[config.mk]
export PLATFORM = sky130hd
export DESIGN_NAME = alu_cmd_sequencer
export DESIGN_NICKNAME = d
export VERILOG_FILES = /design/src/rtl/alu_cmd_sequencer.sv
export SDC_FILE = /design/constraint.sdc
export NUM_CORES = 1
export LEC_CHECK = 0
export CELL_PAD_IN_SITES_DETAIL_PLACEMENT = 0
export CELL_PAD_IN_SITES_GLOBAL_PLACEMENT = 2
export CORE_AREA = 2 2 107 160
export DETAILED_ROUTE_END_ITERATION = 16
export DIE_AREA = 0 0 109 162
export PLACE_DENSITY = 0.72
export SLEW_MARGIN = 20
export SYNTH_ARGS = -nofsm -noshare
export SYNTH_HDL_FRONTEND = slang
export SYNTH_SLANG_ARGS = --single-unit
[constraint.sdc]
create_clock -name clk -period 2.1 [get_ports clk]
set_input_delay 0.21 -clock clk [delete_from_list [all_inputs] [get_ports clk]]
set_output_delay 0.21 -clock clk [all_outputs]
set_load 0.05 [all_outputs]
[src/rtl/alu_cmd_sequencer.sv]
// alu_cmd_sequencer
//   Initiator side of the 8-bit ALU operand/result interface. Commands are
//   queued in a small FIFO, issued one at a time onto registered ALU operand
//   and select lines, held for SETTLE cycles, and the ALU outputs are then
//   captured into a response register offered on a valid/ready channel.
//   A command may take its carry-in from the last captured overflow (chain)
//   to build multi-byte arithmetic.
//
// Ports
//   clk, rst                 rising-edge clock, synchronous active-high reset
//   cmd_valid/cmd_ready      command channel (cmd_ready = FIFO not full)
//   cmd_a, cmd_b             operands
//   cmd_op                   {Op,S1,S0} function select
//   cmd_cin, cmd_chain       explicit carry-in / use last overflow instead
//   alu_a, alu_b, alu_op,
//   alu_s1, alu_s0, alu_cin  registered drive into the ALU
//   alu_result, alu_overflow,
//   alu_remainder            ALU outputs, captured after the settle time
//   rsp_valid/rsp_ready      response channel
//   rsp_result, rsp_overflow,
//   rsp_remainder, rsp_op    captured response and the op it belongs to
//   cmd_count                FIFO occupancy
//   busy                     command in flight or queued
module alu_cmd_sequencer #(
  parameter int DEPTH  = 4,
  parameter int SETTLE = 1
) (
  input  logic                         clk,
  input  logic                         rst,
  input  logic                         cmd_valid,
  output logic                         cmd_ready,
  input  logic [7:0]                   cmd_a,
  input  logic [7:0]                   cmd_b,
  input  logic [2:0]                   cmd_op,
  input  logic                         cmd_cin,
  input  logic                         cmd_chain,
  output logic [7:0]                   alu_a,
  output logic [7:0]                   alu_b,
  output logic                         alu_op,
  output logic                         alu_s1,
  output logic                         alu_s0,
  output logic                         alu_cin,
  input  logic [7:0]                   alu_result,
  input  logic                         alu_overflow,
  input  logic [7:0]                   alu_remainder,
  output logic                         rsp_valid,
  input  logic                         rsp_ready,
  output logic [7:0]                   rsp_result,
  output logic                         rsp_overflow,
  output logic [7:0]                   rsp_remainder,
  output logic [2:0]                   rsp_op,
  output logic [$clog2(DEPTH+1)-1:0]   cmd_count,
  output logic                         busy
);

  localparam int AW = $clog2(DEPTH);
  localparam int CW = $clog2(DEPTH+1);

  typedef struct packed {
    logic [7:0] a;
    logic [7:0] b;
    logic [2:0] op;
    logic       cin;
    logic       chain;
  } cmd_t;

  typedef enum logic [1:0] {IDLE, WAIT, RESP} state_e;

  // ---------------- command FIFO ----------------
  cmd_t          mem_q [DEPTH];
  logic [AW-1:0] wr_ptr_q, rd_ptr_q;
  logic [CW-1:0] count_q;
  logic          push, pop;
  cmd_t          head;

  state_e        state_q, state_d;

  // Ready depends only on the registered count, so a full FIFO refuses a
  // push even in the cycle it pops.
  assign cmd_ready = (count_q != CW'(DEPTH));
  assign push      = cmd_valid && cmd_ready;
  assign pop       = (state_q == IDLE) && (count_q != '0);
  assign head      = mem_q[rd_ptr_q];

  always_ff @(posedge clk) begin
    if (push) begin
      mem_q[wr_ptr_q] <= '{a: cmd_a, b: cmd_b, op: cmd_op, cin: cmd_cin, chain: cmd_chain};
    end
  end

  always_ff @(posedge clk) begin
    if (rst) begin
      wr_ptr_q <= '0;
      rd_ptr_q <= '0;
      count_q  <= '0;
    end else begin
      if (push) wr_ptr_q <= wr_ptr_q + AW'(1);
      if (pop)  rd_ptr_q <= rd_ptr_q + AW'(1);
      case ({push, pop})
        2'b10:   count_q <= count_q + CW'(1);
        2'b01:   count_q <= count_q - CW'(1);
        default: count_q <= count_q;
      endcase
    end
  end

  // ---------------- sequencer FSM ----------------
  logic [3:0] cnt_q, cnt_d;
  logic [7:0] alu_a_q, alu_a_d, alu_b_q, alu_b_d;
  logic [2:0] alu_sel_q, alu_sel_d;
  logic       alu_cin_q, alu_cin_d;
  logic       last_ovf_q, last_ovf_d;
  logic       rsp_valid_q, rsp_valid_d;
  logic [7:0] rsp_result_q, rsp_result_d;
  logic       rsp_ovf_q, rsp_ovf_d;
  logic [7:0] rsp_rem_q, rsp_rem_d;
  logic [2:0] rsp_op_q, rsp_op_d;

  always_comb begin
    state_d      = state_q;
    cnt_d        = cnt_q;
    alu_a_d      = alu_a_q;
    alu_b_d      = alu_b_q;
    alu_sel_d    = alu_sel_q;
    alu_cin_d    = alu_cin_q;
    last_ovf_d   = last_ovf_q;
    rsp_valid_d  = rsp_valid_q;
    rsp_result_d = rsp_result_q;
    rsp_ovf_d    = rsp_ovf_q;
    rsp_rem_d    = rsp_rem_q;
    rsp_op_d     = rsp_op_q;
    case (state_q)
      IDLE: begin
        if (pop) begin
          alu_a_d   = head.a;
          alu_b_d   = head.b;
          alu_sel_d = head.op;
          alu_cin_d = head.chain ? last_ovf_q : head.cin;
          cnt_d     = 4'(SETTLE - 1);
          state_d   = WAIT;
        end
      end
      WAIT: begin
        if (cnt_q == '0) begin
          rsp_result_d = alu_result;
          rsp_ovf_d    = alu_overflow;
          rsp_rem_d    = alu_remainder;
          rsp_op_d     = alu_sel_q;
          last_ovf_d   = alu_overflow;
          rsp_valid_d  = 1'b1;
          state_d      = RESP;
        end else begin
          cnt_d = cnt_q - 4'd1;
        end
      end
      RESP: begin
        if (rsp_ready) begin
          rsp_valid_d = 1'b0;
          state_d     = IDLE;
        end
      end
      default: state_d = IDLE;
    endcase
  end

  always_ff @(posedge clk) begin
    if (rst) begin
      state_q      <= IDLE;
      cnt_q        <= '0;
      alu_a_q      <= '0;
      alu_b_q      <= '0;
      alu_sel_q    <= '0;
      alu_cin_q    <= 1'b0;
      last_ovf_q   <= 1'b0;
      rsp_valid_q  <= 1'b0;
      rsp_result_q <= '0;
      rsp_ovf_q    <= 1'b0;
      rsp_rem_q    <= '0;
      rsp_op_q     <= '0;
    end else begin
      state_q      <= state_d;
      cnt_q        <= cnt_d;
      alu_a_q      <= alu_a_d;
      alu_b_q      <= alu_b_d;
      alu_sel_q    <= alu_sel_d;
      alu_cin_q    <= alu_cin_d;
      last_ovf_q   <= last_ovf_d;
      rsp_valid_q  <= rsp_valid_d;
      rsp_result_q <= rsp_result_d;
      rsp_ovf_q    <= rsp_ovf_d;
      rsp_rem_q    <= rsp_rem_d;
      rsp_op_q     <= rsp_op_d;
    end
  end

  assign alu_a         = alu_a_q;
  assign alu_b         = alu_b_q;
  assign alu_op        = alu_sel_q[2];
  assign alu_s1        = alu_sel_q[1];
  assign alu_s0        = alu_sel_q[0];
  assign alu_cin       = alu_cin_q;
  assign rsp_valid     = rsp_valid_q;
  assign rsp_result    = rsp_result_q;
  assign rsp_overflow  = rsp_ovf_q;
  assign rsp_remainder = rsp_rem_q;
  assign rsp_op        = rsp_op_q;
  assign cmd_count     = count_q;
  assign busy          = (state_q != IDLE) || (count_q != '0);

endmodule

Word level (Yosys, flattened, before mapping). Memory sizes are Yosys's and may differ from the RTL's. A register that Yosys moved wholly into a read port is not among the register bits. Index checks and enable logic that the tools add are counted.

Input port bits: 42. Flip-flop bits (word level): 54. RAM bits: 84. Memories kept: 1. Logic and storage cells: 60. Output and inout bits: 46.

Memories: mem_q (words 4, width 21, rd ports 1, clocked after memory_dff 1, write ports 1, line 70) `cmd_t mem_q [DEPTH];`.

Add/subtract/negate cells: 5. Muxes and demuxes: 16. Eq/ne operators: 9. Reduce and logical (&&, ||, !) cells: 15.

Operators by type and width (number): two-way mux 2 bit (5); AND reduction 3 bit (3); two-way mux 4 bit (2); != test 2 bit (second input constant) (4); case mux 4 bit (2 select lines) (1); nonzero test 2 bit (4); case mux 2 bit (3 select lines) (1); case mux 3 bit (2 select lines) (1); two-way mux 1 bit (5); adder 2 x 1 -> 2 bit (second input constant) (2); equality test 2 x 1 -> 1 bit (second input constant) (2); equality test 2 bit (second input constant) (2); zero test 4 bit (1); AND reduction 2 bit (2); subtractor 4 x 1 -> 4 bit (second input constant) (1); adder 3 x 1 -> 3 bit (second input constant) (1); != test 3 bit (second input constant) (1); nonzero test 3 bit (1); subtractor 3 x 1 -> 3 bit (second input constant) (1); logical AND 1 bit (2); zero test 2 bit (1); case mux 1 bit (2 select lines) (1); logical OR 1 bit (1).

Depth between registers and ports, before layout. Gate-level depths: netlist of the first run.

Depth after elaboration: 4. Gate-level depth with buffers: 9. Depth with buffers taken out: 8.

Worst setup path after synthesis of the first run. Ideal clock, no wire load.

Path type: register to register. Start point: reg count_q[2], in the netlist cmd_count[2]. End point: reg count_q[2], in the netlist cmd_count[2]. Data required time: 2.030 ns. Data arrival time: 2.755 ns. Setup slack: -0.726 ns. Setup time: 0.070 ns. Path buffers: 1. Period minus slack after synthesis: 2.826 ns. Cell stages (with the launch flop): 10. Cells stage by stage: dfxtp_1 or3b_1 clkbuf_1 nand2_1 ha_1 inv_1 fa_1 xor2_1 or3_1 a21oi_1.

Cells in the longest elaborated chain, start to end: 4. Elaborated cells on any way between the ends: 10. Classes of those cells: 2 x add/sub; 3 x eq/ne; 1 x mux; 4 x reduce/logical.

RTL lines: start, declared (line 72) `logic [CW-1:0] count_q;`; start signal, assigned (line 100) `2'b10: count_q <= count_q + CW'(1);`; start signal, assigned (line 101) `2'b01: count_q <= count_q - CW'(1);`; start signal, assigned (line 102) `default: count_q <= count_q;`; != test 3 bit * (line 80) `assign cmd_ready = (count_q != CW'(DEPTH));`; net cmd_ready (line 31) `output logic cmd_ready,`; logical AND 1 bit * (line 81) `assign push = cmd_valid && cmd_ready;`; equality test 2 x 1 -> 1 bit / equality test 2 bit (equally long branches) (line 99) `case ({push, pop})`; case mux 3 bit (2 select lines) / nonzero test 2 bit (equally long branches).

The timed path passes the listed nets; every way through them passes the cells marked *. A chain may end at the register's enable or synchronous reset.

Worst setup path after layout of the first run.
Start point: reg count_q[0], in the netlist cmd_count[0]. End point: reg count_q[2], in the netlist cmd_count[2].

Cells in the longest elaborated chain, start to end: 4. Elaborated cells on any way between the ends: 10. Classes of those cells: 2 x add/sub; 3 x eq/ne; 1 x mux; 4 x reduce/logical.

RTL lines (line): != test 3 bit / nonzero test 3 bit (equally long branches) (80, 82); logical AND 1 bit, on equally long branches (81, 82); equality test 2 x 1 -> 1 bit / equality test 2 bit (equally long branches) (99); case mux 3 bit (2 select lines) / nonzero test 2 bit (equally long branches).

Parallel ways exist; a longest one is shown, timed or not.

==> qor.txt, run 1 <==
Status = finished clean
Syn Inst Count = 345
Setup bufs post-CTS = 0
Final Hold Fails = 0
Drt via density = 4.94
F_max = 0.490 GHz
MaxCap Viol Count = 0
# nets final = 494
Syn avg cell area = 15.2 um^2
Yosys cell types = 36
Crit path cell chain = or3b_4, nand2_4, ha_4, inv_1, fa_2, xor2_1, or3_1, a21oi_2
Area of the core = 0.0162 mm^2
Max incr delay on CP = 0.42 ns
Critical Path RT = 2.45 ns
Crit path capture type = register
Number of core rows = 57
Rel. slew slack = 50.6%
Initial antenna violation count = 0
Die height = 162 um
Detailed Route WL = 11100 um
Root Driver = clkbuf_16
Hold buffers post-CTS = 0
Worst r2r dst = cmd_count[2]
GRT met2 Usage = 24.1%
Count leader, synth = edfxtp_1
R2R Setup Slk = 0.06 ns
Most Crowded Layer GR = met2
Htree depth = 4
Final WS setup = 0.0578 ns
Io pins = 88
HP Class = input port to register
Setup crit start kind = register
# setup viols final = 0
Crit path kind = register to register
Pre-CTS setup slack = 0.0594 ns
Clock period minus worst slack = 2.04 ns
Diodes inserted = 0
Port bufs = 87
Initial Utilization = 32.5%
Slew @ Worst Pin = 0.736 ns
Top cell type's share of synthesized area = 48.0%
CTS tree = done
Hold Path Origin = alu_remainder[2]
Period Utilization, post-route = 97.2%
CP arrival = 2.39 ns
DRC viols = 0
Crit-path slowest cell = or3b_4
Ys flop type = edfxtp_1
Final ANT Viol Nets = 0
Gpl congestion = 0.702
Synth-to-layout area growth = 34.6%
Largest net degree at the start of global routing = 36
Sequential-to-total area share from yosys stat = 69.3%
Overall power = 10.0 mW
Hold EP = rsp_remainder[2]
HPWL after detailed placement = 7150 um
Clk sinks = 140
Reg2Reg Depth = 8
Post-Syn Area = 0.00526 mm^2
Worst VDD drop = 0.601 mV
Final clock skew = 0.00511 ns
Number of cells on the worst hold path = 3
Gr ovfl total = 0
Die X = 109 um
Layout cells sized above 1 = 17.7%
Met1 Usage GRT = 14.2%
Top cell type by total area after synthesis = edfxtp_1
Overall Global Routing Usage = 13.3%
LEAKAGE = 2.40 nW
Clock slew seen by the registers of the worst setup and hold paths = 0.06 ns
Post-synth ARST share = 0%
Number of iterations in the first detailed-routing pass = 4
FF+latch count, synth = 140
Met3 global-route usage = 3.97%
Mapped Nets = 395
Synth area leaders = edfxtp_1, dfxtp_1, mux4_2
CTS max path bufs = 2
R2R Path Start = cmd_count[0]
Yosys warns = 0
Iteration-0 DRC Markers = 196
Vias in the first global route = 3383
Full die area = 0.0177 mm^2
DR WL/cell = 16.7 um
Worst-Skew Late Latency = 0.41 ns
Commonest cells in the netlist = edfxtp_1, dfxtp_1, a21oi_1, nand3_1, o21ai_0
Cts bufs inserted = 17
Crit Path Max Fanout = 6
Global-route wire length before repair = 17500 um
Via count = 3277
Post-synth EDFFs = 84
Count of pins over their slew limit = 0
Pwr Density = 1420 mW/mm^2
-- critical path, delay by kind of cell (launching register included) --
family | cells | cell delay [ns]
DFF | 1 | 0.36
and+or+nand+nor | 3 | 0.83
xor gates and xnor gates | 1 | 0.16
adders and majority gates | 2 | 0.47
buffers and inverters | 1 | 0.05
AOI/OAI and AO/OA | 1 | 0.11
-- per-stage QoR --
stage               instance area [um^2]  std cells  setup TNS (ns)  utilization [%]  hold slack [ns]
floorplan                           5300        345         -0.0982                -            0.309
global placement                    6510        631               0             40.2            0.454
detailed placement                  6510        631               0             40.2            0.457
CTS                                 7070        663               0             43.7            0.335
global route                        7080        663         -0.0149             43.7            0.360
finish                              7080        663               0             43.7            0.358
-- power by group --
part	switching, mW	internal (mW)	total [mW]	leakage (nW)
logic	2.18	1.38	3.56	0.910
registers	0.277	3.41	3.69	1.23
clock network	1.16	1.64	2.80	0.261
-- sequential cells by signal, summed over array words and instances, names as in the netlist, named ones only --
signal and cells:
rsp_op 3, cnt_q 4, alu_sel_q 3, mem_q 84
alu_a 8, rsp_remainder 8, wr_ptr_q 2, state_q 2
rsp_overflow 1, rsp_result 8, rsp_valid 1, rd_ptr_q 2
alu_cin 1, cmd_count 3, alu_b 8
-- cell usage in the layout (no fill, tap or decap), drive strengths merged, types with 2 or more instances in the layout --
cell           netlist  layout
clkdlybuf4s50        0      85
edfxtp              84      84
dfxtp               56      56
a21oi               34      34
nand3               24      24
o21ai               24      24
mux4                21      21
a22o                20      20
buf                 12      18
clkbuf              12      17
inv                  9      12
ha                   7       7
clkinv               0       6
nor2                 5       5
clkinvlp             0       5
and3                 4       4
or3                  4       4
nand2                4       4
or4                  3       3
a21o                 3       3
or3b                 3       3
nor3                 2       2
xor2                 2       2
o221ai               2       2
-- kinds of logic (layout without fill, tap and decap cells) --
group | after synthesis | in the layout | share of synthesized area (%)
adder cells (fa/ha/maj) | 8 | 8 | 2.05
buffers and inverters | 33 | 145 | 2.85
AND/OR/NAND/NOR | 55 | 55 | 5.99
flip-flops | 140 | 140 | 69.3
XOR/XNOR | 2 | 2 | 0.333
AO/OA/AOI/OAI | 85 | 85 | 9.87
multiplexers | 22 | 22 | 9.63
-- worst max path at each step --
| stage | start | endpoint | slack, ns | cells past startpoint |
|---|---|---|---|---|
| 6_report | cmd_count[0] | cmd_count[2] | 0.06 | 8 |
| 5_1_grt | cmd_count[2] | cmd_count[2] | -0.01 | 8 |
| 4_1_cts | cmd_count[0] | cmd_count[2] | 0.04 | 8 |
| 3_5_place_dp | cmd_count[0] | cmd_count[2] | 0.06 | 8 |
| 3_3_place_gp | cmd_count[0] | cmd_count[2] | 0.10 | 8 |
| 2_1_floorplan | cmd_count[2] | cmd_count[2] | -0.1 | 9 |
-- repair_timing --
| item | in CTS | in global routing |
|---|---|---|
| endpoints found under the hold margin | 0 | 0 |
| cloned | 0 | 0 |
| gates resized for setup | 1 | 2 |
| endpoints found under the setup margin | 1 | 1 |
-- layer usage --
layer,wire length [um],vias up
met5,0,-
met4,210,0
met3,590,22
met2,6020,79
met1,4270,1635
li1,-,1541
-- final cells by class --
| type | count | area [um^2] |
|---|---|---|
| sequential | 140 | 3650 |
| fill | 1481 | 9110 |
| timing repair buffer | 104 | 1060 |
| inverter | 9 | 33.8 |
| multi-input combinational | 172 | 1510 |
| clock buffer | 17 | 425 |
| clock inverter | 15 | 140 |
| tap | 206 | 258 |
Note: power is estimated with default switching activity, not from simulation.
==> run 2: changes to the inputs <==
--- a/config.mk
+++ b/config.mk
@@ -7,10 +7,11 @@
 export LEC_CHECK = 0
 export CELL_PAD_IN_SITES_DETAIL_PLACEMENT = 0
 export CELL_PAD_IN_SITES_GLOBAL_PLACEMENT = 2
-export CORE_AREA = 2 2 107 160
+export CORE_AREA = 2 2 104 156
+export CTS_BUF_LIST = sky130_fd_sc_hd__clkbuf_2 sky130_fd_sc_hd__clkbuf_4 sky130_fd_sc_hd__clkbuf_8
 export DETAILED_ROUTE_END_ITERATION = 16
-export DIE_AREA = 0 0 109 162
-export PLACE_DENSITY = 0.72
+export DIE_AREA = 0 0 106 158
+export PLACE_DENSITY = 0.75
 export SLEW_MARGIN = 20
 export SYNTH_ARGS = -nofsm -noshare
 export SYNTH_HDL_FRONTEND = slang
==> qor.txt, run 2 (same netlist as run 1, synthesis figures left out) <==
Most flop-heavy register = mem_q
Status = finished clean
Final ANT Viol Nets = 0
Final instance area = 0.00692 mm^2
Count of pins over their slew limit = 0
Cts bufs inserted = 17
MaxCap Viol Count = 0
Detailed Route WL = 10800 um
Setup crit start kind = register
Overall power = 9.45 mW
Commonest non-fill, non-tap cell in the layout = clkdlybuf4s50_1
Die height = 158 um
Final clock skew = 0.0104 ns
Drt via density = 4.78
Delay-heaviest family, CP = simple AND/OR/NAND/NOR gates
CTS max path bufs = 2
Crit Path Max Fanout = 6
Crit path kind = register to register
Clk sinks = 140
CP arrival = 2.40 ns
F_max = 0.488 GHz
Diodes inserted = 0
Area post-placement = 0.00651 mm^2
Final Hold Fails = 0
Initial Utilization = 34.0%
Max incr delay on CP = 0.41 ns
Period Utilization, post-route = 97.6%
# setup viols final = 0
# nets final = 496
Critical Path RT = 2.46 ns
Vias in the first global route = 3286
Gr ovfl total = 0
Crit path capture type = register
Crit-path slowest cell = or3b_4
Pwr Density = 1370 mW/mm^2
Unrepaired setup endpoints after global routing = yes
Clock slew seen by the registers of the worst setup and hold paths = 0.08 ns
Htree depth = 4
Commonest non-fill, non-tap cells in the layout = clkdlybuf4s50_1, edfxtp_1, dfxtp_1
Layout cells sized above 1 = 17.9%
Worst VDD drop = 0.564 mV
Die X = 106 um
CTS tree = done
Gpl congestion = 0.700
Dpl cells = 630
Number of iterations in the first detailed-routing pass = 4
Largest net degree at the start of global routing = 36
Initial antenna violation count = 0
LEAKAGE = 2.35 nW
Root Driver = clkbuf_8
Global-route wire length before repair = 17200 um
Post-layout util = 44.7%
Fill cell count = 1396
Rel. slew slack = 52.1%
Slew @ Worst Pin = 0.714 ns
Setup TNS = 0 ns
DRC viols = 0
Clock period minus worst slack = 2.05 ns
Crit path cell chain = or3b_4, nand2_4, ha_4, inv_1, fa_2, xor2_1, or3_1, a21oi_1
Port bufs = 87
CP bufs+invs = 1
Non-Filler Instances = 662
Overall Global Routing Usage = 13.6%
Io pins = 88
Hold buffers post-CTS = 0
Number of core rows = 56
Max reg flops = 84
Via count = 3162
Full die area = 0.0167 mm^2
DR WL/cell = 16.4 um
Worst-Skew Late Latency = 0.43 ns
Synth-to-layout area growth = 31.6%
HPWL after detailed placement = 7000 um
Area of the core = 0.0155 mm^2
HP Class = input port to register
Iteration-0 DRC Markers = 173
[run 2: path summary, 6_finish.rpt]
path,startpoint,end,slack [ns],depth (start not counted)
setup reg to reg,cmd_count[0],cmd_count[2],0.05,8
hold reg to reg,rsp_valid,rsp_valid,0.47,2
setup / recovery,cmd_count[0],cmd_count[2],0.05,8
hold / removal,alu_result[3],rsp_result[3],0.34,3
[run 2: per-layer routing]
metal  routed length (um)  global-route usage, %  share of wire, %  vias to the layer above
li1                     -                      -                 -                     1536
met1                 4430                   15.1                41                     1531
met2                 5830                   25.0                54                       84
met3                  422                   3.21               3.9                       11
met4                  146                   5.45               1.3                        0
met5                    0                      0                 0                        -
[run 2: cell type report]
class                   instances  area (um^2)  area share [%]
flip-flops and latches        140         3650            52.8
multi-input cells             172         1510            21.8
repair buffers                106         1060            15.3
well taps                     203          254            3.67
clock buffers                  19          249            3.60
clock inverters                13          165            2.39
inverters                       9         33.8           0.488
[run 2: repair_timing]
item	in CTS	in global routing
endpoints found under the hold margin	0	0
setup endpoints to repair	1	1
resized for setup	1	1
buffers inserted	0	0
[run 2: per-stage QoR]
step                hold WS (ns)  setup WS [ns]
finish                     0.341         0.0509
global route               0.328        -0.0528
CTS                        0.302        0.00504
detailed placement         0.460         0.0282
global placement           0.454          0.108
floorplan                  0.309        -0.0982
[run 2: worst reg2reg max path, cell delays in order, from the launching register on]
cell,delay [ns]
dfxtp_4,0.37
or3b_4,0.41
nand2_4,0.08
ha_4,0.13
inv_1,0.05
fa_2,0.34
xor2_1,0.15
or3_1,0.32
a21oi_1,0.12
[run 2: power by group]
| part | internal (mW) | switching [mW] | leakage, nW |
|---|---|---|---|
| registers | 3.41 | 0.268 | 1.23 |
| clock network | 1.21 | 1.03 | 0.202 |
| logic | 1.37 | 2.17 | 0.917 |
| total | 5.99 | 3.47 | 2.35 |
